<file path="config.mk">
export PLATFORM = sky130hd
export DESIGN_NAME = sl_rx_fifo
export DESIGN_NICKNAME = d
export VERILOG_FILES = /design/src/rtl/sl_rx_fifo.sv
export SDC_FILE = /design/constraint.sdc
export NUM_CORES = 1
export LEC_CHECK = 0
export BUFFER_PORTS_ARGS = -buffer_cell sky130_fd_sc_hd__buf_4
export CORE_MARGIN = 2
export CORE_UTILIZATION = 25
export DETAILED_ROUTE_END_ITERATION = 8
export PLACE_DENSITY = 0.38
export SYNTH_ARGS = -nofsm -noshare
export SYNTH_HDL_FRONTEND = slang
export SYNTH_SLANG_ARGS = --single-unit
</file>
<file path="constraint.sdc">
create_clock -name clk -period 7.5 [get_ports clk]
set_input_delay 0.375 -clock clk [delete_from_list [all_inputs] [get_ports clk]]
set_output_delay 0.375 -clock clk [all_outputs]
set_load 0.005 [all_outputs]
</file>
<file path="src/rtl/sl_rx_fifo.sv">
// Two-wire return-to-idle serial-line receiver with a first-word-fall-through receive FIFO.
// Words are framed by low pulses on sl0/sl1 and terminated by both lines low (stop).
module sl_rx_fifo #(
  parameter int DATA_W      = 32,
  parameter int FIFO_DEPTH  = 4,
  parameter int STROBE_POS  = 8,
  parameter int TIMEOUT     = 64,
  parameter int SYNC_STAGES = 2
) (
  input  logic                          clk,
  input  logic                          rst_n,
  input  logic                          sl0_i,
  input  logic                          sl1_i,
  input  logic                          cfg_en,
  input  logic [5:0]                    cfg_len,
  input  logic                          cfg_parity_en,
  output logic                          m_valid,
  input  logic                          m_ready,
  output logic [DATA_W-1:0]             m_data,
  output logic                          m_perr,
  output logic [$clog2(FIFO_DEPTH):0]   fifo_level,
  output logic                          busy,
  output logic                          err_len,
  output logic                          err_level,
  output logic                          ovf,
  input  logic                          ovf_clr
);

  localparam int AW = $clog2(FIFO_DEPTH);
  localparam int CW = $clog2(TIMEOUT + 1);
  localparam logic [CW-1:0] STROBE_LAST = CW'(STROBE_POS - 1);
  localparam logic [CW-1:0] TO_LAST     = CW'(TIMEOUT - 1);
  localparam logic [6:0]    DW7         = 7'(DATA_W);
  localparam logic [AW:0]   LVL_FULL    = (AW + 1)'(FIFO_DEPTH);

  localparam logic [2:0] ST_IDLE    = 3'd0;
  localparam logic [2:0] ST_STROBE  = 3'd1;
  localparam logic [2:0] ST_RELEASE = 3'd2;
  localparam logic [2:0] ST_GAP     = 3'd3;
  localparam logic [2:0] ST_DRAIN   = 3'd4;

  // Odd parity: error when data ones plus the parity bit come to an even count.
  function automatic logic parity_err(input logic [DATA_W-1:0] data, input logic pbit,
                                      input logic en);
    parity_err = en & ~((^data) ^ pbit);
  endfunction

  logic [SYNC_STAGES-1:0] r_sync0, r_sync1;
  logic                   w_s0, w_s1;
  logic [2:0]             r_state;
  logic [CW-1:0]          r_cnt;
  logic [6:0]             r_bit_cnt;
  logic [5:0]             r_len;
  logic                   r_par;
  logic [DATA_W-1:0]      r_shift;
  logic                   r_pbit;
  logic                   r_push;
  logic [DATA_W-1:0]      r_push_data;
  logic                   r_push_perr;
  logic                   r_err_len, r_err_level;
  logic [5:0]             w_len_map;
  logic [6:0]             w_total;

  logic [DATA_W:0]        r_mem [FIFO_DEPTH];
  logic [AW-1:0]          r_wr_ptr, r_rd_ptr;
  logic [AW:0]            r_level;
  logic                   r_ovf;
  logic                   w_pop, w_full, w_push, w_ovf_evt;

  assign w_s0      = r_sync0[SYNC_STAGES-1];
  assign w_s1      = r_sync1[SYNC_STAGES-1];
  assign w_len_map = ((cfg_len == 6'd0) || ({1'b0, cfg_len} > DW7)) ? DW7[5:0] : cfg_len;
  assign w_total   = {1'b0, r_len} + {6'd0, r_par};

  // Input synchronisers, idle-high.
  always_ff @(posedge clk) begin
    if (!rst_n) begin
      r_sync0 <= '1;
      r_sync1 <= '1;
    end else begin
      r_sync0 <= {r_sync0[SYNC_STAGES-2:0], sl0_i};
      r_sync1 <= {r_sync1[SYNC_STAGES-2:0], sl1_i};
    end
  end

  // Receive FSM: strobe, release, gap and drain phases of each bit and word.
  always_ff @(posedge clk) begin
    if (!rst_n) begin
      r_state     <= ST_IDLE;
      r_cnt       <= '0;
      r_bit_cnt   <= 7'd0;
      r_len       <= 6'd0;
      r_par       <= 1'b0;
      r_shift     <= '0;
      r_pbit      <= 1'b0;
      r_push      <= 1'b0;
      r_push_data <= '0;
      r_push_perr <= 1'b0;
      r_err_len   <= 1'b0;
      r_err_level <= 1'b0;
    end else begin
      r_push      <= 1'b0;
      r_err_len   <= 1'b0;
      r_err_level <= 1'b0;
      if (!cfg_en) begin
        r_state <= ST_IDLE;
        r_cnt   <= '0;
      end else begin
        case (r_state)
          ST_IDLE: begin
            if (!w_s0 || !w_s1) begin
              r_len     <= w_len_map;
              r_par     <= cfg_parity_en;
              r_cnt     <= '0;
              r_bit_cnt <= 7'd0;
              r_shift   <= '0;
              r_pbit    <= 1'b0;
              r_state   <= ST_STROBE;
            end
          end
          ST_STROBE: begin
            if (r_cnt == STROBE_LAST) begin
              r_cnt <= '0;
              if (w_s0 && w_s1) begin
                r_err_level <= 1'b1;
                r_state     <= ST_IDLE;
              end else if (w_s0 ^ w_s1) begin
                if (r_bit_cnt < w_total) begin
                  // w_s0 high means sl1 was the low wire, i.e. a '1'.
                  if (r_bit_cnt < {1'b0, r_len}) begin
                    r_shift <= r_shift | ({{(DATA_W-1){1'b0}}, w_s0} << r_bit_cnt);
                  end else begin
                    r_pbit <= w_s0;
                  end
                  r_bit_cnt <= r_bit_cnt + 7'd1;
                  r_state   <= ST_RELEASE;
                end else begin
                  r_err_len <= 1'b1;
                  r_state   <= ST_DRAIN;
                end
              end else begin
                r_state <= ST_DRAIN;
                if (r_bit_cnt == w_total) begin
                  r_push      <= 1'b1;
                  r_push_data <= r_shift;
                  r_push_perr <= parity_err(r_shift, r_pbit, r_par);
                end else begin
                  r_err_len <= 1'b1;
                end
              end
            end else begin
              r_cnt <= r_cnt + 1'b1;
            end
          end
          ST_RELEASE: begin
            if (w_s0 && w_s1) begin
              r_cnt   <= '0;
              r_state <= ST_GAP;
            end else if (r_cnt == TO_LAST) begin
              r_cnt       <= '0;
              r_err_level <= 1'b1;
              r_state     <= ST_DRAIN;
            end else begin
              r_cnt <= r_cnt + 1'b1;
            end
          end
          ST_GAP: begin
            if (!w_s0 || !w_s1) begin
              r_cnt   <= '0;
              r_state <= ST_STROBE;
            end else if (r_cnt == TO_LAST) begin
              r_cnt     <= '0;
              r_err_len <= 1'b1;
              r_state   <= ST_IDLE;
            end else begin
              r_cnt <= r_cnt + 1'b1;
            end
          end
          ST_DRAIN: begin
            if (w_s0 && w_s1) begin
              r_state <= ST_IDLE;
            end
          end
          default: begin
            r_state <= ST_IDLE;
            r_cnt   <= '0;
          end
        endcase
      end
    end
  end

  assign w_pop     = (r_level != '0) && m_ready;
  assign w_full    = (r_level == LVL_FULL);
  assign w_push    = r_push && (!w_full || w_pop);
  assign w_ovf_evt = r_push && w_full && !w_pop;

  // Receive FIFO storage, pointers, occupancy and sticky overflow.
  always_ff @(posedge clk) begin
    if (!rst_n) begin
      for (int i = 0; i < FIFO_DEPTH; i++) begin
        r_mem[i] <= '0;
      end
      r_wr_ptr <= '0;
      r_rd_ptr <= '0;
      r_level  <= '0;
      r_ovf    <= 1'b0;
    end else begin
      if (w_push) begin
        r_mem[r_wr_ptr] <= {r_push_perr, r_push_data};
        r_wr_ptr        <= r_wr_ptr + 1'b1;
      end
      if (w_pop) begin
        r_rd_ptr <= r_rd_ptr + 1'b1;
      end
      case ({w_push, w_pop})
        2'b10:   r_level <= r_level + 1'b1;
        2'b01:   r_level <= r_level - 1'b1;
        default: r_level <= r_level;
      endcase
      if (w_ovf_evt) begin
        r_ovf <= 1'b1;
      end else if (ovf_clr) begin
        r_ovf <= 1'b0;
      end else begin
        r_ovf <= r_ovf;
      end
    end
  end

  assign m_valid    = (r_level != '0);
  assign m_data     = r_mem[r_rd_ptr][DATA_W-1:0];
  assign m_perr     = r_mem[r_rd_ptr][DATA_W];
  assign fifo_level = r_level;
  assign busy       = (r_state != ST_IDLE);
  assign err_len    = r_err_len;
  assign err_level  = r_err_level;
  assign ovf        = r_ovf;

endmodule

</file>
Word-level counts from Yosys, hierarchy flattened
Memories as Yosys holds them, arrays and structs flattened. A register that Yosys moved wholly into a read port is not among the register bits.
Cells that the tools add are included.
{ "totals": {"register_bits": 105, "ramBits": 132, "inputBits": 14, "out_inout_bits": 41, "mem_count": 1} }
{ "memory_table": {"columns": ["name", "words", "width", "rd", "rd_clocked_by_memory_dff", "wr", "line_no", "text"], "rows": [
  ["r_mem", 4, 33, 1, 1, 4, "64", "logic [DATA_W:0] r_mem [FIFO_DEPTH];"]
]} }
{ "classes": {"addsub": 7, "magnitude_cmp": 3, "eq_ne": 20, "shift": 1, "muxes": 62, "bitwise": 12, "n_reduce_logical": 30} }
{ "op_table": {"columns": ["cell", "n"], "rows": [
  ["32-bit two-way mux", 6],
  ["32-bit one-hot mux with 2 select lines", 1],
  ["7-bit two-way mux", 9],
  ["7-bit one-hot mux with 5 select lines", 1],
  ["33-bit two-way mux", 1],
  ["33-bit OR reduction", 1],
  ["32-bit bitwise OR", 1],
  ["32-bit XOR reduction", 1],
  ["1-bit by 7-bit left shift with 32-bit output", 1],
  ["3-bit two-way mux", 10],
  ["1-bit two-way mux", 24],
  ["2-bit != test (second input constant)", 8],
  ["8-bit AND reduction", 2],
  ["3-bit one-hot mux with 5 select lines", 1],
  ["7-bit by 1-bit adder with 7-bit output (second input constant)", 2],
  ["7-bit one-hot mux with 2 select lines", 1],
  ["1-bit inverter", 8],
  ["6-bit by 1-bit adder with 7-bit output", 1],
  ["7-bit by 3-bit equality test with 1-bit output (second input constant)", 1],
  ["7-bit by 6-bit equality test with 1-bit output (second input constant)", 1],
  ["7-bit equality test", 1],
  ["7-bit by 6-bit < comparator with 1-bit output", 1],
  ["7-bit < comparator", 1],
  ["7-bit AND reduction", 1],
  ["other kinds (28)", 50]
]} }

Logic depth before layout (Yosys ltp)
Gate-level depths: netlist of the first run.
{ "depth": {"depth_word": 9, "depth_mapped": 13} }

Least setup slack after synthesis of the first run
OpenSTA, ideal clock, no wires.
{ "synth_timing": {"path_type": "flip-flop to flip-flop", "start": "register r_level[2], in the netlist fifo_level[2]", "end": "memory r_mem[1][0] (netlist name) (enable)", "arrival_time_ns": 3.280, "path_slack_ns": 3.751, "path_stages_with_launch": 5, "synth_period_minus_slack_ns": 3.749, "cell_sequence": "dfxtp_1 -> nor4b_1 -> nor2b_1 -> inv_1 -> o21ai_0"} }
{ "synth_lines": {"columns": ["item", "line_no", "text"], "rows": [
  ["from (decl)", "66", "logic [AW:0] r_level;"],
  ["from (signal assigned)", "217", "2'b10: r_level <= r_level + 1'b1;"],
  ["from (signal assigned)", "218", "2'b01: r_level <= r_level - 1'b1;"],
  ["from (signal assigned)", "219", "default: r_level <= r_level;"],
  ["to (decl)", "64", null]
]} }

Worst setup path after layout of the first run
{ "layout_timing": {"start": "register r_len[0]", "end": "register r_shift[28]"} }
{ "layout_between": {"elab_chain_cells": 4, "word_cells_on_any_way": 6} }
{ "layout_rtl": {"columns": ["item", "line_no", "text"], "rows": [
  ["from (decl)", "53", "logic [5:0] r_len;"],
  ["from (signal assigned)", "112", "r_len <= w_len_map;"],
  ["6-bit by 1-bit adder with 7-bit output", "73", "assign w_total = {1'b0, r_len} + {6'd0, r_par};"],
  ["7-bit < comparator", "128", "if (r_bit_cnt < w_total) begin"],
  ["2-bit != test (no line)", null, null],
  ["8-bit AND reduction (no line) (*)", null, null],
  ["to (signal assigned)", "131", "r_shift <= r_shift | ({{(DATA_W-1){1'b0}}, w_s0} << r_bit_cnt);"],
  ["to (decl)", "55", "logic [DATA_W-1:0] r_shift;"]
]} }
Every way passes the cells marked *; elsewhere a longest branch is shown, timed or not.
A chain may end at the register's enable or synchronous reset.

==> run metrics, run 1 <==
DRT iter0 DRCs=359; routability congestion estimate=0.755; number of buffers and inverters on the critical path=0; total of flip-flops plus latches after synthesis=239; classification of the worst-slack hold path=in -> reg; final setup violation count=0; IR drop worst, VDD=0.149 mV; CTS tree=yes; CTS Root Cell=sky130_fd_sc_hd__clkbuf_16; Commonest cells post-synth=132 x sky130_fd_sc_hd__edfxtp_1, 127 x sky130_fd_sc_hd__nor2_1, 119 x sky130_fd_sc_hd__nand2_1; kind of critical path=reg -> reg; area share of the leading cell type in the synthesized netlist=37.6%; CTS H-tree lvls=1; kind of cell adding the most delay to the critical path=compound AO/OA/AOI/OAI gates; number of antenna violations at the first check in global routing=0; slowest cell delay on critical path=950 ps; worst path required time=7980 ps; number of global-route vias before repair=7294; detailed-route wire length per cell=17.0 um; EDFF count, synth=132; biggest area contributors in the synthesized netlist=sky130_fd_sc_hd__edfxtp_1 38%, sky130_fd_sc_hd__dfxtp_1 20%, sky130_fd_sc_hd__mux4_2 7.1%; Slowest cell on crit path=sky130_fd_sc_hd__a2111oi_4; unrepaired setup endpoints after global routing=false; startpoint kind of the worst setup timing path=flop; I/O pin count=55; Setup WS pre-CTS=4180 ps; DR DRC count=0; transition time of the tightest slew-check pin=1050 ps; die outline width=209 um; buffers inserted by post-CTS timing repair=0; synth warn=0; die span in y=209 um; Placed Cells incl. Taps=1499; insertion delay of the later-clocked pin in the worst-skew pair=550 ps; static leakage power=4.34 nW; number of violations of the max-capacitance limit=0; non-filler cells in the finished layout=1551; Clock Tree Buf Depth=3; total count of max-transition violations in the final report=0; most common cell in the synthesized netlist=sky130_fd_sc_hd__edfxtp_1; first-pass GRT wire length=42800 um; share of synthesized flip-flops with an asynchronous set or reset=0%; highest clock rate=302 MHz; Final Critical Period=3310 ps; global-route total usage across every layer=12.5%; CP Data Arrival Time=3790 ps; effective utilization at floorplan=25.2%; Worst Path Max Fanout=16; Sink Count=239; syn_area_per_cell=11.2 um^2; Power Total=0.00310 W; Core Rows=75; setup tns final=0 ps; largest net degree at the start of global routing=54; via count=6808; worst-case clock skew=9.30 ps; DR pass1 iterations=4; ratio of total power to cell area=249 nW/um^2; result of the run=completed; area delta synth->final=18.2%; Post-layout nets=1023; number of nets still failing antenna checks after routing=0; area of the die=43800 um^2; routed vias/inst=4.39; Final period util=44.1%; count of port buffers added during placement=54; Synth area leader=sky130_fd_sc_hd__edfxtp_1; Final Hold Vio Count=0; utilization after layout=29.8%; final worst slack=4190 ps; register area share after synthesis=57.9%; global-route congestion overflow total=0; critical path's most frequent cell=sky130_fd_sc_hd__ha_1; number of buffers inserted during clock tree synthesis=27; relative slew slack=30.1%; cell count after synthesis=944; most instantiated flip-flop cell in the synthesis netlist=sky130_fd_sc_hd__edfxtp_1; sequence of cells on the critical path=ha_1, ha_1, nand3_1, xnor2_1, ha_1, a21o_1, nand3_1, nand4b_1, o21a_1, a2111oi_4, a31oi_1, nor2_2; synthesized area=10500 um^2; CP endpoint kind=flop; clock-pin transition on the worst setup and hold timing paths=60 ps; Antenna Diode Count=0; nets in the synthesized netlist=976; final wirelength=26400 um; FILL cells=4267; standard cell core area=41800 um^2; distinct cell type count after synthesis=59; fraction of final layout cells sized beyond drive strength 1=17.9%; placed wire-length estimate=16200 um
path summary, 6_finish.rpt:
| check | startpoint | to | slack, ps | cells after the start |
|---|---|---|---|---|
| max | r_len[0]$_SDFFE_PN0P_ | r_shift[28]$_SDFFE_PN0P_ | 4190 | 12 |
| min | cfg_parity_en | r_par$_SDFFE_PN0P_ | 80 | 3 |
| max reg2reg | r_len[0]$_SDFFE_PN0P_ | r_shift[28]$_SDFFE_PN0P_ | 4190 | 12 |
| min reg2reg | r_sync1[0]$_SDFF_PN1_ | r_sync1[1]$_SDFF_PN1_ | 420 | 1 |
tightest hold or removal path: stages:
cell,delay [ps]
sky130_fd_sc_hd__buf_4,90
sky130_fd_sc_hd__mux2i_1,50
sky130_fd_sc_hd__nor2_1,70
area by class of cell:
type                       count  area (um^2)  share of cell area, %
sequential                   239         6110                   49.0
multi-input combinational    606         4080                   32.7
clock buffer                  42          803                   6.45
tap                          539          674                   5.42
timing repair buffer          70          531                   4.26
inverter                      47          176                   1.42
clock inverter                 8         86.3                  0.693
cells in the final DEF (no fill, tap or decap), types with 3 or more instances in the layout:
cell type                   count
sky130_fd_sc_hd__ha_1          17
sky130_fd_sc_hd__or4_1          4
sky130_fd_sc_hd__or3_1          4
sky130_fd_sc_hd__clkbuf_8       5
sky130_fd_sc_hd__nor3b_1        5
sky130_fd_sc_hd__o21ai_0        9
sky130_fd_sc_hd__mux4_2        33
sky130_fd_sc_hd__and2_1        38
sky130_fd_sc_hd__a32oi_1        3
sky130_fd_sc_hd__nand2_1      119
sky130_fd_sc_hd__clkbuf_16     28
sky130_fd_sc_hd__clkbuf_1       9
sky130_fd_sc_hd__dfxtp_1      106
sky130_fd_sc_hd__nor2_1       125
sky130_fd_sc_hd__xor2_1        12
sky130_fd_sc_hd__edfxtp_1     132
sky130_fd_sc_hd__inv_1         46
sky130_fd_sc_hd__a31oi_1       33
sky130_fd_sc_hd__xnor2_1       34
sky130_fd_sc_hd__nor3_1         9
sky130_fd_sc_hd__nor2_2        18
sky130_fd_sc_hd__a21oi_1       51
sky130_fd_sc_hd__nand2b_1      12
sky130_fd_sc_hd__and3_1         5
sky130_fd_sc_hd__buf_4         68
sky130_fd_sc_hd__nand4_1        3
sky130_fd_sc_hd__nand3_1       18
sky130_fd_sc_hd__clkinv_2       4
sky130_fd_sc_hd__nand4b_1       4
sky130_fd_sc_hd__nor2b_1        9
sky130_fd_sc_hd__a21o_1         4
registers in the layout, indices dropped and copies added (netlist names), 3 cells and up, named ones only:
register / cells
r_len: 6
r_cnt: 7
r_mem: 132
r_shift: 32
r_state: 3
r_push_data: 32
r_bit_cnt: 7
fifo_level: 3
what timing repair did:
action	CTS	global route
hold endpoints to repair	2	0
hold buffers	2	0
resized for setup	0	0
per-stage QoR:
| stage | hold slack, ps | cell area [um^2] |
|---|---|---|
| after global routing | 104 | 12500 |
| after global placement | 402 | 11500 |
| final | 83.0 | 12500 |
| after floorplan | 386 | 10500 |
| after detailed placement | 406 | 11500 |
| after CTS | 64.0 | 12500 |
power breakdown:
| part | switching (W) | internal (W) | leakage (nW) |
|---|---|---|---|
| Clock | 0.000544 | 0.000775 | 0.435 |
| Combinational | 0.000164 | 0.000173 | 1.79 |
| Sequential | 0.0000215 | 0.00143 | 2.12 |
| Total | 0.000729 | 0.00237 | 4.34 |
cells by family after synthesis:
group / count (synthesis) / share of synthesized area [%]
buffers and inverters: 99 / 3.82
AOI/OAI and AO/OA: 121 / 7.50
adders and majority gates: 18 / 2.21
DFF: 239 / 57.9
and+or+nand+nor: 385 / 17.3
muxes: 35 / 7.24
xor gates and xnor gates: 47 / 4.04
per-layer routing:
layer | vias up | share of wire [%] | track usage, %
li1 | 3382 | - | -
met1 | 3327 | 45 | 15.9
met2 | 72 | 51 | 22.4
met3 | 27 | 2.9 | 1.75
met4 | 0 | 1.2 | 2.83
met5 | - | 0 | 0
Note: power is estimated with default switching activity, not from simulation.
==> run 2, diff against run 1 <==
- clock period: 7.5 -> 3.35 ns (I/O delays scaled with it)
==> run 2 against run 1 <==
- sequential cell count did not move
- die area did not move
- clock-buffer cell count fell by 1
- non-clock buffer count rose by 16
- critical endpoint is now r_shift[23]$_SDFFE_PN0P_
- final area rose by 1.9%
- worst setup slack got worse by 3700 ps
- first-iteration DRC count rose by 7.0%
- via count rose by 2.0%
- largest power group unchanged
- highest routed layer unchanged
- worst hold slack got worse by 41 ps
- global-route usage rose by 0.091 points
- clock skew rose by 7.3 ps
==> run metrics, run 2 (same netlist as run 1, synthesis figures left out) <==
routed vias/inst=4.42; detailed-route wire length per cell=17.1 um; worst path required time=3830 ps; area of the multi-input gates=4080 um^2; result of the run=completed; Worst R2R Start=r_len[0]$_SDFFE_PN0P_; Post-layout nets=1040; Final Instance Area=12700 um^2; fraction of final layout cells sized beyond drive strength 1=19.0%; number of nets still failing antenna checks after routing=0; highest clock rate=346 MHz; worst-case clock skew=16.6 ps; DRT iter0 DRCs=384; die outline width=209 um; startpoint kind of the worst setup timing path=flop; sequence of cells on the critical path=ha_1, ha_1, nand3_1, xnor2_1, ha_1, a21o_1, nand3_1, nand4b_1, o21a_1, a2111oi_4, buf_4, a31oi_1, nor2_2; area delta synth->final=20.4%; number of buffers inserted during clock tree synthesis=28; utilization after layout=30.4%; post-CTS resize count=0; startpoint of the most critical setup path=r_len[0]$_SDFFE_PN0P_; Clock Tree Buf Depth=3; slowest cell delay on critical path=360 ps; ratio of total power to cell area=559 nW/um^2; number of global-route vias before repair=7223; number of violations of the max-capacitance limit=0; largest net degree at the start of global routing=35; Sink Count=239; static leakage power=4.47 nW; classification of the worst-slack hold path=in -> reg; critical path's most frequent cell=sky130_fd_sc_hd__ha_1; most common library cell in the layout ignoring fill and taps=sky130_fd_sc_hd__edfxtp_1; Worst Path Max Fanout=16; die span in y=209 um; placed standard-cell area=11600 um^2; CTS tree=yes; insertion delay of the later-clocked pin in the worst-skew pair=550 ps; CP endpoint kind=flop; sequential cell area=6110 um^2; global-route total usage across every layer=12.6%; transition time of the tightest slew-check pin=834 ps; effective utilization at floorplan=25.2%; number of flip-flops in the largest register=132; standard cell core area=41800 um^2; routability congestion estimate=0.734; CTS Root Cell=sky130_fd_sc_hd__clkbuf_16; final setup violation count=0; number of antenna violations at the first check in global routing=0; total count of max-transition violations in the final report=0; Slowest cell on crit path=sky130_fd_sc_hd__dfxtp_1; Power Total=0.00710 W; global-route congestion overflow total=0; CTS H-tree lvls=1; hold slack=42.2 ps; area of the die=43800 um^2; Core Rows=75; count of port buffers added during placement=54; commonest cells after routing, fill and taps aside=132 x sky130_fd_sc_hd__edfxtp_1, 125 x sky130_fd_sc_hd__nor2_1, 119 x sky130_fd_sc_hd__nand2_1; FILL cells=4279; first-pass GRT wire length=42800 um; DR pass1 iterations=7; relative slew slack=44.3%; CP Data Arrival Time=3370 ps; Final period util=86.3%; Reg with most FFs=r_mem; Top Registers=r_mem (132), r_push_data (32), r_shift (32); placed wire-length estimate=16900 um; HP Start=m_ready; Final Hold Vio Count=0; Final Critical Period=2890 ps; IR drop worst, VDD=0.322 mV; DR DRC count=0; unrepaired setup endpoints after global routing=false; I/O pin count=55; kind of critical path=reg -> reg; via count=6947; final wirelength=26800 um; clock-pin transition on the worst setup and hold timing paths=60 ps
[run 2: changes by cell type in the layout (fill, tap and decap cells not counted), moves of 3 or more]
| cell | delta |
|---|---|
| sky130_fd_sc_hd__buf_4 | +6 |
| sky130_fd_sc_hd__buf_12 | +3 |
| sky130_fd_sc_hd__clkbuf_8 | +3 |
| sky130_fd_sc_hd__dlygate4sd3_1 | +7 |
| sky130_fd_sc_hd__clkbuf_1 | -6 |
[run 2: worst max-delay path: cells and delay by family (launching register included)]
kind | cells | cell delay, ps
adder cells (fa/ha/maj) | 3 | 690
AO/OA/AOI/OAI | 4 | 870
flip-flops | 1 | 360
AND/OR/NAND/NOR | 4 | 430
buffers and inverters | 1 | 280
XOR/XNOR | 1 | 180
[run 2: cell type report]
cell class	instances	share of cell area (%)
Sequential cell	239	48.1
Multi-Input combinational cell	606	32.1
Clock buffer	41	6.60
Timing Repair Buffer	86	5.56
Tap cell	539	5.31
Inverter	47	1.39
Clock inverter	11	0.897
Antenna cell	1	0.0197
[run 2: final timing paths]
| kind | end | cells after the start | slack [ps] |
|---|---|---|---|
| hold / removal | fifo_level[0]$_SDFFE_PN0P_ | 4 | 40 |
| setup / recovery | r_shift[23]$_SDFFE_PN0P_ | 13 | 460 |
| setup reg to reg | r_shift[23]$_SDFFE_PN0P_ | 13 | 460 |
| hold reg to reg | r_sync1[1]$_SDFF_PN1_ | 1 | 420 |
[run 2: per-stage QoR]
step | instances | setup TNS (ps) | setup slack, ps
after floorplan | 944 | -26320 | -399
after global placement | 1508 | 0 | 501
after detailed placement | 1508 | 0 | 453
after CTS | 1569 | 0 | 434
after global routing | 1569 | 0 | 86.8
final | 1570 | 0 | 459
[run 2: metal layers]
| metal | routed length [um] | up-vias | part of all wire (%) | track usage (%) |
|---|---|---|---|---|
| met5 | 0 | - | 0 | 0 |
| met4 | 452 | 0 | 1.7 | 3.23 |
| met3 | 1230 | 28 | 4.6 | 1.77 |
| met2 | 12400 | 122 | 46 | 20.7 |
| met1 | 12700 | 3358 | 47 | 17.4 |
| li1 | - | 3439 | - | - |
[run 2: power by group]
part           total [W]  internal (W)  switching (W)
combinational   0.000751      0.000403       0.000348
sequential       0.00327       0.00319      0.0000720
clock            0.00308       0.00188        0.00120
[run 2: repair_timing]
| item | CTS | global route |
|---|---|---|
| hold buffers | 9 | 0 |
| setup buffers | 0 | 0 |
| hold endpoints to repair | 12 | 0 |
| endpoints found under the setup margin | 0 | 0 |
